--- src/rtl/div_pkg.sv ---
// Shared definitions for the restoring divider: FSM encoding, default widths, div-by-zero quotient.
// Latency: n/a (definitions only).
// Backpressure: n/a (definitions only).
package div_pkg;

  localparam int DEF_DIVIDEND_W = 8;
  localparam int DEF_DIVISOR_W  = 4;

  typedef enum logic [1:0] {
    IDLE = 2'b00,
    CALC = 2'b01,
    DONE = 2'b10
  } state_t;

  // Quotient reported when the divisor is zero (all ones).
  localparam logic [DEF_DIVIDEND_W-1:0] DIV0_QUOT = '1;

endpackage

--- src/rtl/restoring_divider_8by4_if.sv ---
// Operand/result handshake bundle for the restoring divider.
// Latency: n/a (wiring only).
// Backpressure: in_valid/in_ready on operands, out_valid/out_ready on results.
// Ports: master = operand producer / result consumer, slave = the divider.
interface restoring_divider_8by4_if
  import div_pkg::*;
#(
  parameter int DIVIDEND_W = DEF_DIVIDEND_W,
  parameter int DIVISOR_W  = DEF_DIVISOR_W
);

  logic                  in_valid;
  logic                  in_ready;
  logic [DIVIDEND_W-1:0] dividend;
  logic [DIVISOR_W-1:0]  divisor;
  logic                  out_valid;
  logic                  out_ready;
  logic [DIVIDEND_W-1:0] quotient;
  logic [DIVISOR_W-1:0]  remainder;
  logic                  div_by_zero;

  modport master (
    output in_valid, dividend, divisor, out_ready,
    input  in_ready, out_valid, quotient, remainder, div_by_zero
  );

  modport slave (
    input  in_valid, dividend, divisor, out_ready,
    output in_ready, out_valid, quotient, remainder, div_by_zero
  );

endinterface

--- src/rtl/sub_stage5.sv ---
// Ripple subtractor a - b built from full-adder cells as a + ~b + 1.
// Latency: combinational.
// Backpressure: none.
// Ports: a, b operands; diff = a - b (mod 2^W); no_borrow = 1 when a >= b.
module sub_stage5 #(
  parameter int W = 5
) (
  input  logic [W-1:0] a,
  input  logic [W-1:0] b,
  output logic [W-1:0] diff,
  output logic         no_borrow
);

  logic [W:0] carry;

  assign carry[0] = 1'b1;

  for (genvar i = 0; i < W; i++) begin : g_fa
    logic b_inv;
    assign b_inv        = ~b[i];
    assign diff[i]      = a[i] ^ b_inv ^ carry[i];
    assign carry[i + 1] = (a[i] & b_inv) | (a[i] & carry[i]) | (b_inv & carry[i]);
  end

  // Carry out of a + ~b + 1 is set exactly when no borrow occurred.
  assign no_borrow = carry[W];

endmodule

--- src/rtl/restoring_divider_8by4.sv ---
// Sequential restoring divider, one quotient bit per clock, MSB first.
// Latency: 8 edges accept->out_valid (1 cycle for a zero divisor); one division per 10 cycles max.
// Backpressure: in_ready only in IDLE; result held in DONE until out_ready.
// Ports: clk, rst (sync, active high), bus = slave side of restoring_divider_8by4_if.
module restoring_divider_8by4
  import div_pkg::*;
#(
  parameter int DIVIDEND_W = DEF_DIVIDEND_W,
  parameter int DIVISOR_W  = DEF_DIVISOR_W
) (
  input  logic                           clk,
  input  logic                           rst,
  restoring_divider_8by4_if.slave        bus
);

  localparam int PR_W  = DIVISOR_W + 1;
  localparam int CNT_W = $clog2(DIVIDEND_W);

  state_t                state_q, state_d;
  logic [DIVIDEND_W-1:0] dvd_q, dvd_d;
  logic [DIVISOR_W-1:0]  dvs_q, dvs_d;
  logic [PR_W-1:0]       pr_q, pr_d;
  logic [CNT_W-1:0]      cnt_q, cnt_d;
  logic [DIVIDEND_W-1:0] qwork_q, qwork_d;
  logic [DIVIDEND_W-1:0] quot_q, quot_d;
  logic [DIVISOR_W-1:0]  rem_q, rem_d;
  logic                  dbz_q, dbz_d;

  logic [PR_W-1:0]       trial;
  logic [PR_W-1:0]       diff;
  logic                  no_borrow;

  // Shift the partial remainder left and bring down the current dividend bit.
  // pr stays below the divisor, so its top bit is always zero and drops out.
  assign trial = PR_W'({pr_q, dvd_q[cnt_q]});

  sub_stage5 #(.W(PR_W)) u_sub (
    .a         (trial),
    .b         ({1'b0, dvs_q}),
    .diff      (diff),
    .no_borrow (no_borrow)
  );

  always_comb begin
    state_d = state_q;
    dvd_d   = dvd_q;
    dvs_d   = dvs_q;
    pr_d    = pr_q;
    cnt_d   = cnt_q;
    qwork_d = qwork_q;
    quot_d  = quot_q;
    rem_d   = rem_q;
    dbz_d   = dbz_q;

    case (state_q)
      IDLE: begin
        if (bus.in_valid) begin
          dvd_d = bus.dividend;
          dvs_d = bus.divisor;
          if (bus.divisor == '0) begin
            quot_d  = DIV0_QUOT;
            rem_d   = bus.dividend[DIVISOR_W-1:0];
            dbz_d   = 1'b1;
            state_d = DONE;
          end else begin
            pr_d    = '0;
            qwork_d = '0;
            dbz_d   = 1'b0;
            cnt_d   = CNT_W'(DIVIDEND_W - 1);
            state_d = CALC;
          end
        end
      end

      CALC: begin
        pr_d           = no_borrow ? diff : trial;
        qwork_d[cnt_q] = no_borrow;
        if (cnt_q == '0) begin
          // Publish the finished result only now, so the visible outputs keep
          // the previous answer while the division is in progress.
          quot_d  = qwork_d;
          rem_d   = pr_d[DIVISOR_W-1:0];
          state_d = DONE;
        end else begin
          cnt_d = cnt_q - CNT_W'(1);
        end
      end

      DONE: begin
        if (bus.out_ready) begin
          state_d = IDLE;
        end
      end

      default: state_d = IDLE;
    endcase
  end

  always_ff @(posedge clk) begin
    if (rst) begin
      state_q <= IDLE;
      dvd_q   <= '0;
      dvs_q   <= '0;
      pr_q    <= '0;
      cnt_q   <= '0;
      qwork_q <= '0;
      quot_q  <= '0;
      rem_q   <= '0;
      dbz_q   <= 1'b0;
    end else begin
      state_q <= state_d;
      dvd_q   <= dvd_d;
      dvs_q   <= dvs_d;
      pr_q    <= pr_d;
      cnt_q   <= cnt_d;
      qwork_q <= qwork_d;
      quot_q  <= quot_d;
      rem_q   <= rem_d;
      dbz_q   <= dbz_d;
    end
  end

  assign bus.in_ready    = (state_q == IDLE);
  assign bus.out_valid   = (state_q == DONE);
  assign bus.quotient    = quot_q;
  assign bus.remainder   = rem_q;
  assign bus.div_by_zero = dbz_q;

endmodule

--- src/flat_wrapper.sv ---
// flat-port wrapper written by rule: the top's interface ports become plain ports
module restoring_divider_8by4_flat import div_pkg::*;
#(
  parameter int DIVIDEND_W = DEF_DIVIDEND_W,
  parameter int DIVISOR_W  = DEF_DIVISOR_W
)
  (clk, rst, bus_in_valid, bus_dividend, bus_divisor, bus_out_ready, bus_in_ready, bus_out_valid, bus_quotient, bus_remainder, bus_div_by_zero);
  restoring_divider_8by4_if #(.DIVIDEND_W(DIVIDEND_W), .DIVISOR_W(DIVISOR_W)) bus_i ();
  input  logic clk;
  input  logic rst;
  input wire logic [$bits(bus_i.in_valid)-1:0] bus_in_valid;
  input wire logic [$bits(bus_i.dividend)-1:0] bus_dividend;
  input wire logic [$bits(bus_i.divisor)-1:0] bus_divisor;
  input wire logic [$bits(bus_i.out_ready)-1:0] bus_out_ready;
  output wire logic [$bits(bus_i.in_ready)-1:0] bus_in_ready;
  output wire logic [$bits(bus_i.out_valid)-1:0] bus_out_valid;
  output wire logic [$bits(bus_i.quotient)-1:0] bus_quotient;
  output wire logic [$bits(bus_i.remainder)-1:0] bus_remainder;
  output wire logic [$bits(bus_i.div_by_zero)-1:0] bus_div_by_zero;
  assign bus_i.in_valid = bus_in_valid;
  assign bus_i.dividend = bus_dividend;
  assign bus_i.divisor = bus_divisor;
  assign bus_i.out_ready = bus_out_ready;
  assign bus_in_ready = bus_i.in_ready;
  assign bus_out_valid = bus_i.out_valid;
  assign bus_quotient = bus_i.quotient;
  assign bus_remainder = bus_i.remainder;
  assign bus_div_by_zero = bus_i.div_by_zero;
  restoring_divider_8by4 #(.DIVIDEND_W(DIVIDEND_W), .DIVISOR_W(DIVISOR_W)) u_core (.clk(clk), .rst(rst), .bus(bus_i));
endmodule
--- config.mk ---
export PLATFORM = sky130hd
export DESIGN_NAME = restoring_divider_8by4_flat
export DESIGN_NICKNAME = d
export VERILOG_FILES = /design/src/rtl/div_pkg.sv /design/src/rtl/restoring_divider_8by4_if.sv /design/src/rtl/sub_stage5.sv /design/src/rtl/restoring_divider_8by4.sv /design/src/flat_wrapper.sv
export SDC_FILE = /design/constraint.sdc
export NUM_CORES = 1
export LEC_CHECK = 0
export ABC_AREA = 1
export BUFFER_PORTS_ARGS = -buffer_cell sky130_fd_sc_hd__buf_4
export CAP_MARGIN = 20
export CELL_PAD_IN_SITES_DETAIL_PLACEMENT = 2
export CELL_PAD_IN_SITES_GLOBAL_PLACEMENT = 2
export CORE_MARGIN = 5
export CORE_UTILIZATION = 28
export CTS_CLUSTER_DIAMETER = 150
export DETAILED_ROUTE_END_ITERATION = 8
export PLACE_DENSITY_LB_ADDON = 0.1
export SYNTH_ARGS = -nofsm -noshare
export SYNTH_HDL_FRONTEND = slang
export SYNTH_SLANG_ARGS = --single-unit
--- constraint.sdc ---
create_clock -name clk -period 3.05 [get_ports clk]
set_input_delay 0.305 -clock clk [delete_from_list [all_inputs] [get_ports clk]]
set_output_delay 0.305 -clock clk [all_outputs]
set_load 0.005 [all_outputs]
### Yosys cells after proc, flatten, opt, wreduce, memory -nomap -nowiden

Index checks and enable logic that the tools add are counted.

* add/subtract/negate cells: 1
* magnitude comparators: 2
* equality and inequality tests: 8
* muxes and demuxes: 30
* bitwise gates (word level): 33
* reductions and logical operators: 10

Operators with widths (number)
* $mux 8: 5
* $pmux 8 s2: 2
* $mux 4: 6
* $pmux 4 s2: 2
* $and 1x1->1: 11
* $or 1x1->1: 10
* $mux 3: 3
* $bwmux 8: 1
* $mux 2: 4
* $ne 2x2->1 const B: 4
* $reduce_and 4->1: 2
* $xor 1x1->1: 7
* $pmux 2 s3: 1
* $pmux 3 s2: 1
* $reduce_and 3->1: 2
* $not 1->1: 5
* $logic_not 4->1: 1
* $lt 3x4->1 const B: 1
* $ne 2x1->1 const B: 2
* $bmux 1 s3: 1
* $demux 1 s3: 1
* $ge 3x1->1 const B: 1
* $logic_not 3->1: 1
* $mux 1: 3
* 7 further kinds: 7

* register bits after elaboration: 42
* bits of input ports: 16
* output and inout bits: 15
* logic and storage cells: 93

### Longest topological paths before layout

* depth after elaboration: 20
* gate-level depth with buffers: 16
* mapped depth without buffers: 16

### Hierarchy

Synthesis repeated with hierarchy kept, for this count alone.

* cells, all modules: 278
* area total of the unflattened synthesis: 2003.2 µm²

By module, submodules not included
* restoring_divider_8by4: times used 1, cells each 263, area an instance 1873.0 µm², sequential area each 840.8 µm²
* sub_stage5: times used 1, cells each 15, area an instance 130.1 µm², sequential area each 0.0 µm²

### Worst setup path before layout

No wires, ideal clock.

* path kind: register to register
* start: register u_core.cnt_q[1]
* end: register u_core.quot_q[4], in the netlist u_core.bus.quotient[4]
* library setup time: 0.065 ns
* data arrival time: 2.799 ns
* data required time: 2.985 ns
* path slack: 0.186 ns
* stages on the path, launching flop included: 15
* buffers on the path: 1
* clock period less this slack: 2.864 ns
* cell sequence: dfxtp_1 > buf_2 > nand3_1 > nor2_1 > nor4_1 > ha_1 > fa_1 > fa_1 > fa_1 > nand2_1 > inv_1 > o21ai_1 > nor2_1 > o21a_1 > nor2_1

* longest elaborated chain between the ends: 20
* elaborated cells between the ends (all ways): 31
* those cells by class: order compare: 2; eq/ne: 1; mux: 7; bitwise: 18; reduce/logical: 3

Ends and longest elaborated chain
* from (decl): line restoring_divider_8by4.sv:23 `logic [CNT_W-1:0] cnt_q, cnt_d;`
* from (signal assigned): line restoring_divider_8by4.sv:115 `cnt_q <= cnt_d;`
* $bmux 1 s3: line restoring_divider_8by4.sv:35 `assign trial = PR_W'({pr_q, dvd_q[cnt_q]});`
* $mux 1 (not written as such): line restoring_divider_8by4.sv:35
* $and 1x1->1: line sub_stage5.sv:22 `assign carry[i + 1] = (a[i] & b_inv) | (a[i] & carry[i]) | (b_inv & carry[i]);`
* $or 1x1->1 (2 in a row): line sub_stage5.sv:22
* $and 1x1->1: line sub_stage5.sv:22
* $or 1x1->1 (2 in a row): line sub_stage5.sv:22
* $and 1x1->1: line sub_stage5.sv:22
* $or 1x1->1 (2 in a row): line sub_stage5.sv:22
* $and 1x1->1: line sub_stage5.sv:22
* $or 1x1->1 (2 in a row): line sub_stage5.sv:22
* $and 1x1->1: line sub_stage5.sv:22
* $or 1x1->1 (2 in a row): line sub_stage5.sv:22
* $bwmux 8: line restoring_divider_8by4.sv:77 `qwork_d[cnt_q] = no_borrow;`
* $mux 8: line restoring_divider_8by4.sv:78 `if (cnt_q == '0) begin`
* $pmux 8 s2: line restoring_divider_8by4.sv:55 `case (state_q)`
* to (signal assigned): line restoring_divider_8by4.sv:117 `quot_q <= quot_d;`
* to (decl): line restoring_divider_8by4.sv:25 `logic [DIVIDEND_W-1:0] quot_q, quot_d;`

Several ways; a longest one is shown, not always the timed one. The select of a mux whose other input is x is not followed.
A chain may end at the register's enable or synchronous reset.

### Worst setup path in the final report

* start: register u_core.cnt_q[1]
* end: register u_core.rem_q[2], in the netlist u_core.bus.remainder[2]

* longest elaborated chain between the ends: 20
* elaborated cells between the ends (all ways): 27
* those cells by class: eq/ne: 1; mux: 5; bitwise: 19; reduce/logical: 2

Ends and longest elaborated chain
* $bmux 1 s3: line restoring_divider_8by4.sv:35
* $mux 1 (not written as such): line restoring_divider_8by4.sv:35
* $and 1x1->1: line sub_stage5.sv:22
* $or 1x1->1 (2 in a row): line sub_stage5.sv:22
* $and 1x1->1: line sub_stage5.sv:22
* $or 1x1->1 (2 in a row): line sub_stage5.sv:22
* $and 1x1->1: line sub_stage5.sv:22
* $or 1x1->1 (2 in a row): line sub_stage5.sv:22
* $and 1x1->1: line sub_stage5.sv:22
* $or 1x1->1 (2 in a row): line sub_stage5.sv:22
* $and 1x1->1: line sub_stage5.sv:22
* $or 1x1->1 (2 in a row): line sub_stage5.sv:22
* $mux 4: line restoring_divider_8by4.sv:76 `pr_d = no_borrow ? diff : trial;`
* $mux 4: line restoring_divider_8by4.sv:78
* $pmux 4 s2: line restoring_divider_8by4.sv:55
* to (signal assigned): line restoring_divider_8by4.sv:118 `rem_q <= rem_d;`
* to (decl): line restoring_divider_8by4.sv:26 `logic [DIVISOR_W-1:0] rem_q, rem_d;`

Several ways; a longest one is shown, not always the timed one. The select of a mux whose other input is x is not followed.

==> out/qor.csv <==
stage,metric,value,unit
synth,ys_ff_latch,42,
pwr,powerDensity,667,nW/um^2
detailed_routing,via_count,1919,
final_layout,utilization,0.369,
job,maxCapViolCount,0,
floorplanning,core-area,6790,sq um
floorplanning,die-area,8780,sq um
critical_path,rrSetupSlack,0.14,ns
sta,min_period_over_period,0.955,
floorplanning,ios,31,
synth,synth_area_per_cell,7.29,sq um
final_layout,instances_no_fill,406,
min_path,hp-start,bus_dividend[7],
min_path,min_to,u_core.dvd_q[7],
pwr,p_total,0.00167,W
global_routing,track_usage,0.147,
clocking,clk_latency,0.30,ns
floorplanning,die_y,93.7,um
critical_path,arrival,3.10,ns
sta,hold_viol_final,0,
floorplanning,rows,30,
detailed_routing,vias_per_cell,4.73,
synth,synth_seq_area_share,0.429,
final_layout,syn_to_final_growth,28.0,%
floorplanning,start_util,0.289,
detailed_routing,drt_iter0_markers,36,
global_routing,grt_pass1_vias,2092,
critical_path,reg2reg_depth,16,
synth,syn_area,1960,sq um
critical_path,start_kind,flip-flop,
pwr,ir_worst_vdd,207,uV
placed_design,placed_area,2300,sq um
final_layout,drive_gt1_frac,0.239,
sta,min_period,2.91,ns
global_routing,grt_max_degree,26,
sta,relSlewSlack,0.526,
synth,postSynthCellCount,269,
clocking,cts-root-buf,clkbuf_8,
detailed_routing,drtAntennaViolNets,0,
global_routing,grt_pass1_wl,10200,um
placed_design,dp.cells,392,
critical_path,worst_r2r_endpoint,u_core.bus.remainder[2],
synth,synth_top_area_frac,0.429,
min_path,hold_depth,3,
detailed_routing,drc,0,
detailed_routing,routed_wl,6020,um
clocking,cts_buffer_depth,2,
clocking,cts_sinks,42,
synth,synth_top_cell_by_area,dfxtp_1,
min_path,hold_path_class,in -> reg,
synth,synth_area_leaders,"dfxtp_1 (43%), nand2_1 (9.2%), nor2_1 (8.4%)",
clocking,numCtsBuffers,5,
final_layout,antennaDiodeCount,0,
sta,setup_violations,0,
clocking,clkTransAtPathRegs,0.09,ns
detailed_routing,drt-pass1-iter-count,4,
placed_design,place.port_buffers,30,
global_routing,antenna_found_initial,0,
sta,drv_slew,0,
critical_path,critical_path_required,3.24,ns
final_layout,finish.instance_area,2510,sq um
sta,skew,0.0136,ns
placed_design,gp_congestion,0.752,
synth,synth_nets,291,
global_routing,grt_overflow,0,
sta,fmax,0.343,GHz
clocking,tritoncts,built,
outcome,status,completed,
placed_design,place_hpwl,4410,um
synth,yosysUniqueCellTypes,28,
final_layout,fin_nets,332,
pwr,power_leakage,1.10,nW
detailed_routing,wl_per_cell,14.8,um
floorplanning,dieWidth,93.7,um
clocking,cts_hold_buf,0,
critical_path,crit_type,reg -> reg,
critical_path,cp_max_fo,8,
critical_path,end_kind,flip-flop,
sta,tightest_slew,0.704,ns
synth,yosysWarnings,0,
clocking,htreeDepth,2,
critical_path,r2r-start,u_core.cnt_q[1],
## metrics by stage
step / hold slack (ns) / worst slack [ns] / TNS (ns)
after floorplan: 0.429 / 0.186 / 0
after global placement: 0.437 / -0.000232 / -0.000232
after detailed placement: 0.452 / -0.0847 / -0.896
after CTS: 0.227 / 0.0492 / 0
after global routing: 0.253 / -0.0472 / -0.0718
final: 0.236 / 0.136 / 0
## registers in the layout (all words and copies together), names as in the netlist
signal                  flops
u_core.bus.quotient         8
u_core.dvd_q                8
u_core.qwork_q              8
u_core.bus.remainder        4
u_core.dvs_q                4
u_core.pr_q                 4
u_core.cnt_q                3
u_core.state_q              2
u_core.bus.div_by_zero      1
## cells in the mapped netlist
cell / instances
nand3_1: 11
nand3_4: 1
nor4_1: 1
nand4_1: 3
o21a_1: 2
nor2_4: 1
inv_1: 20
a31oi_1: 1
o21bai_1: 1
clkinv_1: 1
dfxtp_1: 42
nand2_4: 1
o211ai_1: 3
a21oi_1: 32
buf_2: 4
nand2_2: 2
fa_1: 3
ha_1: 3
nor3_1: 7
o21ai_2: 1
clkbuf_1: 5
o21ai_0: 22
buf_6: 2
nor2_1: 44
buf_4: 1
nand2_1: 48
inv_2: 3
o21ai_1: 4
## worst max-delay path, stage by stage, from the launching register on
cell and delay [ns]:
dfxtp_4 0.37, buf_4 0.14, nor2_4 0.12, nand3_1 0.08, nand2_1 0.08, nor4_1 0.06, ha_1 0.20, fa_2 0.35
fa_1 0.39, fa_2 0.35, nand2_2 0.10, buf_6 0.12, nand2_1 0.05, o211ai_1 0.12, nand2_1 0.11, o21ai_2 0.11
a21oi_1 0.05
## how the worst max path moves through the flow
stage | from | to | slack [ns] | cells past startpoint
3_3_place_gp | u_core.cnt_q[2] | u_core.bus.quotient[3] | -0.0002 | 15
2_1_floorplan | u_core.cnt_q[1] | u_core.bus.quotient[4] | 0.19 | 14
3_5_place_dp | u_core.cnt_q[2] | u_core.bus.quotient[1] | -0.08 | 16
5_1_grt | u_core.cnt_q[1] | u_core.bus.remainder[2] | -0.05 | 16
4_1_cts | u_core.cnt_q[1] | u_core.bus.remainder[1] | 0.05 | 16
6_report | u_core.cnt_q[1] | u_core.bus.remainder[2] | 0.14 | 16
## metal layers
layer  track usage  vias up  share of wire
met5             0        -              0
met4        0.0361        0          0.011
met3        0.0272        7          0.026
met2         0.257       19           0.52
met1         0.187      936           0.44
li1              -      957              -
## layout make-up
type / instances / area [sq um]
flip-flops and latches: 42 / 848
repair buffers: 46 / 353
inverters: 24 / 90.1
clock buffers: 6 / 82.6
multi-input cells: 191 / 986
clock inverters: 1 / 30.0
well taps: 96 / 120
fillers: 830 / 4280
## power breakdown
part           internal (W)  switching, W
combinational      0.000231      0.000310
clock              0.000262      0.000194
sequential         0.000626     0.0000516
## what timing repair did
action	in CTS	in global routing
gates resized for setup	6	14
endpoints found under the setup margin	19	20
pin swaps	0	2
buffers inserted	1	6
## placed cells by master, fill, tap and decap left out, types with 7 or more instances in the layout
cell     netlist  routed
dfxtp_1       42      40
nor2_1        44      42
nand3_1       11      10
nor3_1         7       7
buf_4          1      44
nand2_1       48      47
inv_1         20      19
o21ai_0       22      18
a21oi_1       32      32
## kinds of logic after synthesis
kind of cell,Yosys count,share of synthesized area
simple gates,119,0.262
compound gates,66,0.179
flops,42,0.429
buf+inv,36,0.0810
fa+ha+maj,6,0.0498
No activity file was read; power rests on OpenSTA's default activity.
